`config.mk`:
```
export PLATFORM = sky130hd
export DESIGN_NAME = lut_cfg_bank
export DESIGN_NICKNAME = d
export VERILOG_FILES = /design/src/rtl/lut_cfg_pkg.sv /design/src/rtl/lut_cfg_cell.sv /design/src/rtl/lut_cfg_bank.sv
export SDC_FILE = /design/constraint.sdc
export NUM_CORES = 1
export LEC_CHECK = 0
export CORE_MARGIN = 5
export CORE_UTILIZATION = 30
export DETAILED_ROUTE_END_ITERATION = 6
export PLACE_DENSITY = 0.57
export SLEW_MARGIN = 20
export SYNTH_ARGS = -nofsm -noshare
export SYNTH_HDL_FRONTEND = slang
export SYNTH_HIERARCHICAL = 1
export SYNTH_SLANG_ARGS = --single-unit
```
`constraint.sdc`:
```
create_clock -name CLK -period 3.6 [get_ports CLK]
set_clock_uncertainty 0.05 [all_clocks]
set_input_delay 0.9 -clock CLK [delete_from_list [all_inputs] [get_ports CLK]]
set_output_delay 0.9 -clock CLK [all_outputs]
set_load 0.005 [all_outputs]
```
`src/rtl/lut_cfg_pkg.sv`:
```
// Shared types and helpers for the reconfigurable LUT bank: FSM state
// encoding, table/beat sizing functions and the parameter-legality check.
package lut_cfg_pkg;

    typedef enum logic [1:0] {
        ST_RUN    = 2'd0,
        ST_LOAD   = 2'd1,
        ST_COMMIT = 2'd2
    } lut_state_e;

    // Bits in one channel's truth table.
    function automatic int lut_tsize(input int width);
        return 1 << width;
    endfunction

    // Configuration beats needed to fill the whole bank.
    function automatic int lut_beats(input int width, input int channels, input int cfg_bits);
        return (channels * lut_tsize(width)) / cfg_bits;
    endfunction

    // The flat table must split into a whole number of configuration beats.
    function automatic bit lut_params_ok(input int width, input int channels, input int cfg_bits);
        return (width >= 1) && (channels >= 1) && (cfg_bits >= 1) &&
               (((channels * lut_tsize(width)) % cfg_bits) == 0);
    endfunction

endpackage

```
`src/rtl/lut_cfg_cell.sv`:
```
// Single-channel truth-table lookup: y = table[idx], idx[0] is the index LSB.
module lut_cfg_cell
    import lut_cfg_pkg::*;
#(
    parameter int WIDTH = 4
) (
    input  logic [lut_tsize(WIDTH)-1:0] table_i,
    input  logic [WIDTH-1:0]            idx_i,
    output logic                        y_o
);

    assign y_o = table_i[idx_i];

endmodule

```
`src/rtl/lut_cfg_bank.sv`:
```
// Bank of CHANNELS independent WIDTH-input LUTs. A new bank-wide table is
// streamed LSB-first into a shadow register and swapped into the active
// table in a single cycle, so lookups never observe a partially loaded table.
module lut_cfg_bank
    import lut_cfg_pkg::*;
#(
    parameter int                              WIDTH    = 4,
    parameter int                              CHANNELS = 4,
    parameter int                              CFG_BITS = 8,
    parameter logic [CHANNELS*(2**WIDTH)-1:0]  INIT     = '0,
    parameter bit                              REG_OUT  = 1'b1
) (
    input  logic                        CLK,
    input  logic                        SRST,
    input  logic                        CFG_START,
    input  logic                        CFG_VALID,
    output logic                        CFG_READY,
    input  logic [CFG_BITS-1:0]         CFG_DATA,
    output logic                        CFG_DONE,
    input  logic [CHANNELS*WIDTH-1:0]   A,
    input  logic                        EN,
    output logic [CHANNELS-1:0]         Y,
    output logic                        Y_VALID
);

    localparam int T     = lut_tsize(WIDTH);
    localparam int TBL   = CHANNELS * T;
    localparam int BEATS = lut_beats(WIDTH, CHANNELS, CFG_BITS);
    localparam int CNT_W = (BEATS > 1) ? $clog2(BEATS) : 1;
    localparam logic [CNT_W-1:0] LAST_BEAT = CNT_W'(BEATS - 1);

    if (!lut_params_ok(WIDTH, CHANNELS, CFG_BITS)) begin : g_bad_params
        $error("lut_cfg_bank: CHANNELS*2**WIDTH must be a multiple of CFG_BITS");
    end

    lut_state_e           state_q, state_d;
    logic [CNT_W-1:0]     cnt_q, cnt_d;
    logic [TBL-1:0]       shadow_q, shadow_d;
    logic [TBL-1:0]       active_q, active_d;
    logic                 done_q, done_d;
    logic                 ready_q, ready_d;
    logic [CHANNELS-1:0]  y_lut;

    // Configuration FSM: next state, beat counter, shadow fill and table swap.
    always_comb begin
        // NOTE: every variable gets a default here so no path can infer a latch.
        state_d  = state_q;
        cnt_d    = cnt_q;
        shadow_d = shadow_q;
        active_d = active_q;
        done_d   = 1'b0;
        unique case (state_q)
            ST_RUN: begin
                if (CFG_START) begin
                    state_d = ST_LOAD;
                    cnt_d   = '0;
                end
            end
            ST_LOAD: begin
                // A restart wins over a beat offered in the same cycle.
                if (CFG_START) begin
                    cnt_d = '0;
                end else if (CFG_VALID && ready_q) begin
                    shadow_d[int'(cnt_q)*CFG_BITS +: CFG_BITS] = CFG_DATA;
                    if (cnt_q == LAST_BEAT) begin
                        state_d = ST_COMMIT;
                    end else begin
                        cnt_d = cnt_q + 1'b1;
                    end
                end
            end
            ST_COMMIT: begin
                active_d = shadow_q;
                done_d   = 1'b1;
                state_d  = ST_RUN;
            end
            default: state_d = ST_RUN;
        endcase
        ready_d = (state_d == ST_LOAD);
    end

    // Control state and the active table, synchronously reset to RUN / INIT.
    always_ff @(posedge CLK) begin
        // NOTE: sequential state uses non-blocking assignments only.
        if (SRST) begin
            state_q  <= ST_RUN;
            cnt_q    <= '0;
            active_q <= INIT;
            done_q   <= 1'b0;
            ready_q  <= 1'b0;
        end else begin
            state_q  <= state_d;
            cnt_q    <= cnt_d;
            active_q <= active_d;
            done_q   <= done_d;
            ready_q  <= ready_d;
        end
    end

    // Shadow table storage; fully rewritten by every load before it is used.
    always_ff @(posedge CLK) begin
        // NOTE: no reset on this wide data register; its contents are never observed until reloaded.
        shadow_q <= shadow_d;
    end

    assign CFG_READY = ready_q;
    assign CFG_DONE  = done_q;

    for (genvar c = 0; c < CHANNELS; c++) begin : g_cell
        lut_cfg_cell #(
            .WIDTH (WIDTH)
        ) u_cell (
            .table_i (active_q[c*T +: T]),
            .idx_i   (A[c*WIDTH +: WIDTH]),
            .y_o     (y_lut[c])
        );
    end

    if (REG_OUT) begin : g_reg_out
        logic [CHANNELS-1:0] y_q, y_d;
        logic                y_valid_q, y_valid_d;

        // Capture a fresh lookup when enabled, otherwise hold the last result.
        always_comb begin
            y_d       = EN ? y_lut : y_q;
            y_valid_d = EN;
        end

        // Output register, cleared by reset.
        always_ff @(posedge CLK) begin
            if (SRST) begin
                y_q       <= '0;
                y_valid_q <= 1'b0;
            end else begin
                y_q       <= y_d;
                y_valid_q <= y_valid_d;
            end
        end

        assign Y       = y_q;
        assign Y_VALID = y_valid_q;
    end else begin : g_comb_out
        assign Y       = y_lut;
        assign Y_VALID = EN;
    end

endmodule

```
### Yosys cells after proc, flatten, opt, wreduce, memory -nomap -nowiden

Index checks and enable logic that the tools add are counted.

| operators by class | value |
|---|---|
| reductions and logical operators | 5 |
| $add $sub $neg | 2 |
| eq/ne operators | 7 |
| shift operators | 2 |
| muxes and demuxes | 20 |
| bitwise logic cells | 1 |
| $lt $le $gt $ge | 4 |

Operator list:

| kind | count |
|---|---|
| bitwise mux 64 bit | 1 |
| variable shift 8 x 33 -> 64 bit, first input constant | 1 |
| indexed part select 8 x 33 -> 64 bit | 1 |
| negator 6 -> 33 bit | 1 |
| < comparator 4 x 5 -> 1 bit, second input constant | 4 |
| binary-select mux 1 bit (select 4 bit) | 4 |
| two-way mux 3 bit | 4 |
| two-way mux 2 bit | 4 |
| inequality test 3 bit, second input constant | 2 |
| case mux 3 bit (2 select lines) | 1 |
| two-way mux 1 bit | 5 |
| == test 2 x 1 -> 1 bit, second input constant | 2 |
| case mux 2 bit (2 select lines) | 1 |
| AND reduction 4 bit | 1 |
| adder 3 x 1 -> 3 bit, second input constant | 1 |
| == test 3 bit, second input constant | 1 |
| AND reduction 3 bit | 1 |
| == test 2 bit, second input constant | 1 |
| zero test 2 bit | 1 |
| inequality test 2 bit, second input constant | 1 |
| nonzero test 2 bit | 1 |
| logical AND 1 bit | 1 |
| NOT 1 bit | 1 |

| word-level totals | value |
|---|---|
| input bits | 29 |
| logic and storage cells | 49 |
| output and inout bits | 7 |
| flip-flop bits (word level) | 140 |

### Depth between registers and ports, before layout

| logic depth | value |
|---|---|
| depth after elaboration | 6 |
| depth in mapped cells | 9 |
| gate-level depth less buffers | 6 |

### Hierarchy

Netlist, hierarchy kept.

By module, submodules not included:

| module | area each (µm²) | times used | cells each | seq. area each (µm²) |
|---|---|---|---|---|
| lut_cfg_bank | 5252.5 | 1 | 496 | 3443.3 |
| lut_cfg_cell | 135.1 | 4 | 7 | 0.0 |

### Worst setup path before layout

No wires, ideal clock.

| timing | value |
|---|---|
| kind | register to register |
| start point | register cnt_q[0] (netlist name) |
| end point | register shadow_q[24] (enable) |
| clock period less this slack | 3093 ps |
| stages on the path, launching flop included | 8 |
| arrival time | 2649 ps |
| path buffers | 3 |
| required time | 3155 ps |
| setup time | 395 ps |
| setup slack | 507 ps |
| cells stage by stage | dfxtp_1 > buf_2 > inv_1 > ha_1 > ha_1 > clkbuf_1 > clkbuf_1 > nor4bb_1 |

RTL lines:

| what | line | text |
|---|---|---|
| end signal, assigned | lut_cfg_bank.sv:103 | `shadow_q <= shadow_d;` |
| end, declared | lut_cfg_bank.sv:38 | `logic [TBL-1:0] shadow_q, shadow_d;` |

==> results.toml <==
[outcome]
status = "complete, no violations"

[drt]
num_vias = 3816
routed_wl_um = 12200
drt_iter0_drc = 257
wl_per_cell_um = 14.6
drc_errors = 0
via_per_inst = 4.58
drtPass1Iterations = 5
ant_nets = 0

[flow_run]
drv_cap = 0

[final_layout]
fin_util = 0.372
diodes = 0
drive_above_1_share = 0.0838
final_nets = 595
fillers = 1819
syn_to_final_growth_pct = 21.1

[global_route]
grt_pass1_wl_um = 19900
grt_usage = 0.116
first_global_vias = 3849
antenna_found_initial = 0
grt-ovfl-total = 0
grt_max_degree = 65

[worst_setup_path]
crit_path_cell_trace = "inv_1, ha_1, ha_1, nand2b_1, nor4_4, nor2b_1, buf_4"
cpMostUsedCell = "ha_1"
cp.arrival_ns = 3.02
start_kind = "register"
end_kind = "register"
slowest_delay_ns = 0.69
cp.required_ns = 3.67
worst-path-buf-inv = 2
cp_top_family = "simple AND/OR/NAND/NOR gates"
path_max_fanout = 12
slowest_stage = "dfxtp_1"
critPathKind = "reg2reg"

[die]
core_um2 = 18800
dieArea_um2 = 22200
die_width_um = 149
die_height_um = 149
row_count = 50
start_util = 0.308
io_pins = 36

[clock_network]
cts_buffers = 17
clkLatencyLatePin_ns = 0.42
clockBufferDepth = 2
holdBufCountCts = 0
clock-sinks = 140
postCtsSetupBuffers = 0
htree_levels = 4
cts_tree = "done"
cts_root_buf = "clkbuf_16"
cts_resized = 0
path_clk_slew_ns = 0.06

[synth]
yosys.area.top_type = "edfxtp_1"
synth_edf_count = 64
ys_warn_count = 6
postSynthCellCount = 524
syn_area_per_cell_um2 = 11.1
ys_types = 29
synthTopCellsByArea = "edfxtp_1 (33%), dfxtp_1 (26%), nand2_1 (9.0%)"
synth_seq_cells = 140
synth.most_common_cell = "nand2_1"
yosysTopAreaCellShare = 0.332
ys_seq_area_frac = 0.594
synthesis.nets = 559
synth_flop_cell = "dfxtp_1"
synthArstFlopShare = 0
synth_commonest_cells = "nand2_1 (139), dfxtp_1 (76), a21oi_1 (65)"
syn_area_um2 = 5790

[placed_design]
hpwl_um = 8500
gp_congestion = 0.804
io_buffer_count = 35

[worst_hold_path]
worstHoldPathType = "reg2reg"

[power]
power.density_nw_per_um2 = 494
peakVddDrop_uv = 325
p_leak_nw = 2.28

[sta]
rsz0062_at_grt = "no"
fin_tns_setup_ns = 0
fmax_mhz = 338
hold_viol = 0
setup_violations = 0
finalCriticalPeriod_ns = 2.96
max_slew_margin = 0.525
tightest_slew_ns = 0.713
finalCritPeriodShare = 0.821
maxSlewViolCount = 0
tightest hold or removal path: cells and delay by family, from the launching register on:
family / cells / cell delay, ns
flip-flops: 1 / 0.30
AND/OR/NAND/NOR: 1 / 0.05
AO/OA/AOI/OAI: 1 / 0.05
per-layer routing:
layer / wire [µm] / global-route usage / vias to the layer above
li1: - / - / 1895
met1: 5580 / 0.149 / 1825
met2: 5770 / 0.186 / 81
met3: 575 / 0.0255 / 15
met4: 223 / 0.0554 / 0
met5: 0 / 0 / -
final timing paths:
check | startpoint | cells after the start | slack, ns | end
max | cnt_q[0] | 7 | 0.64 | shadow_q[39]
min | active_q[41] | 2 | 0.40 | active_q[41]
min reg2reg | active_q[41] | 2 | 0.40 | active_q[41]
max reg2reg | cnt_q[0] | 7 | 0.64 | shadow_q[39]
registers in the layout (all words and copies together) (netlist names):
signal / cells
CFG_DONE: 1
CFG_READY: 1
Y: 4
Y_VALID: 1
active_q: 64
cnt_q: 3
shadow_q: 64
state_q: 2
cells by family after synthesis:
group           share of synthesized area
compound gates                     0.0594
mux                                 0.100
flops                               0.594
buf+inv                            0.0244
simple gates                        0.209
fa+ha+maj                          0.0130
stage by stage:
step	cells	hold WS, ns	total power [mW]	setup WS (ns)	area (µm²)
floorplan	524	0.382	1.73	0.507	5790
detailed placement	801	0.395	1.80	0.627	6430
finish	833	0.399	3.47	0.644	7010
global placement	801	0.390	1.79	0.654	6430
CTS	833	0.402	3.50	0.634	7010
global route	833	0.426	3.57	0.394	7010
report_power, final:
part           switching, mW  internal [mW]  total (mW)  leakage (nW)
combinational         0.0529         0.0489       0.102         0.909
clock                  0.630           1.08        1.71         0.284
sequential           0.00319           1.65        1.66          1.09
final cells by class:
class	count	area (µm²)	share of cell area
Inverter	3	11.3	0.00161
Sequential cell	140	3440	0.491
Clock inverter	14	151	0.0216
Timing Repair Buffer	46	440	0.0628
Tap cell	260	325	0.0464
Multi-Input combinational cell	352	2210	0.316
Clock buffer	18	429	0.0612
cell usage in the layout, fill, tap and decap left out, types with 2 or more instances in the layout:
cell type	netlist	layout
bufinv_16	0	3
nor2_1	21	21
mux2i_1	16	16
nor3b_1	2	2
buf_4	0	10
nor3_1	9	9
nand3b_1	4	4
a21oi_1	65	65
or4b_1	2	2
and3_1	2	2
dfxtp_1	76	76
clkinv_1	0	2
clkinv_2	0	6
nand2b_1	3	2
clkdlybuf4s50_1	0	34
nor4b_1	3	3
nor4_4	2	2
and2_1	48	48
clkbuf_16	0	17
nand2_1	139	139
edfxtp_1	64	64
mux4_1	16	16
nor2b_1	4	4
ha_1	6	6
clkinvlp_4	0	2
inv_1	3	3
a31oi_1	3	3
Power figures use the tool's default switching activity.
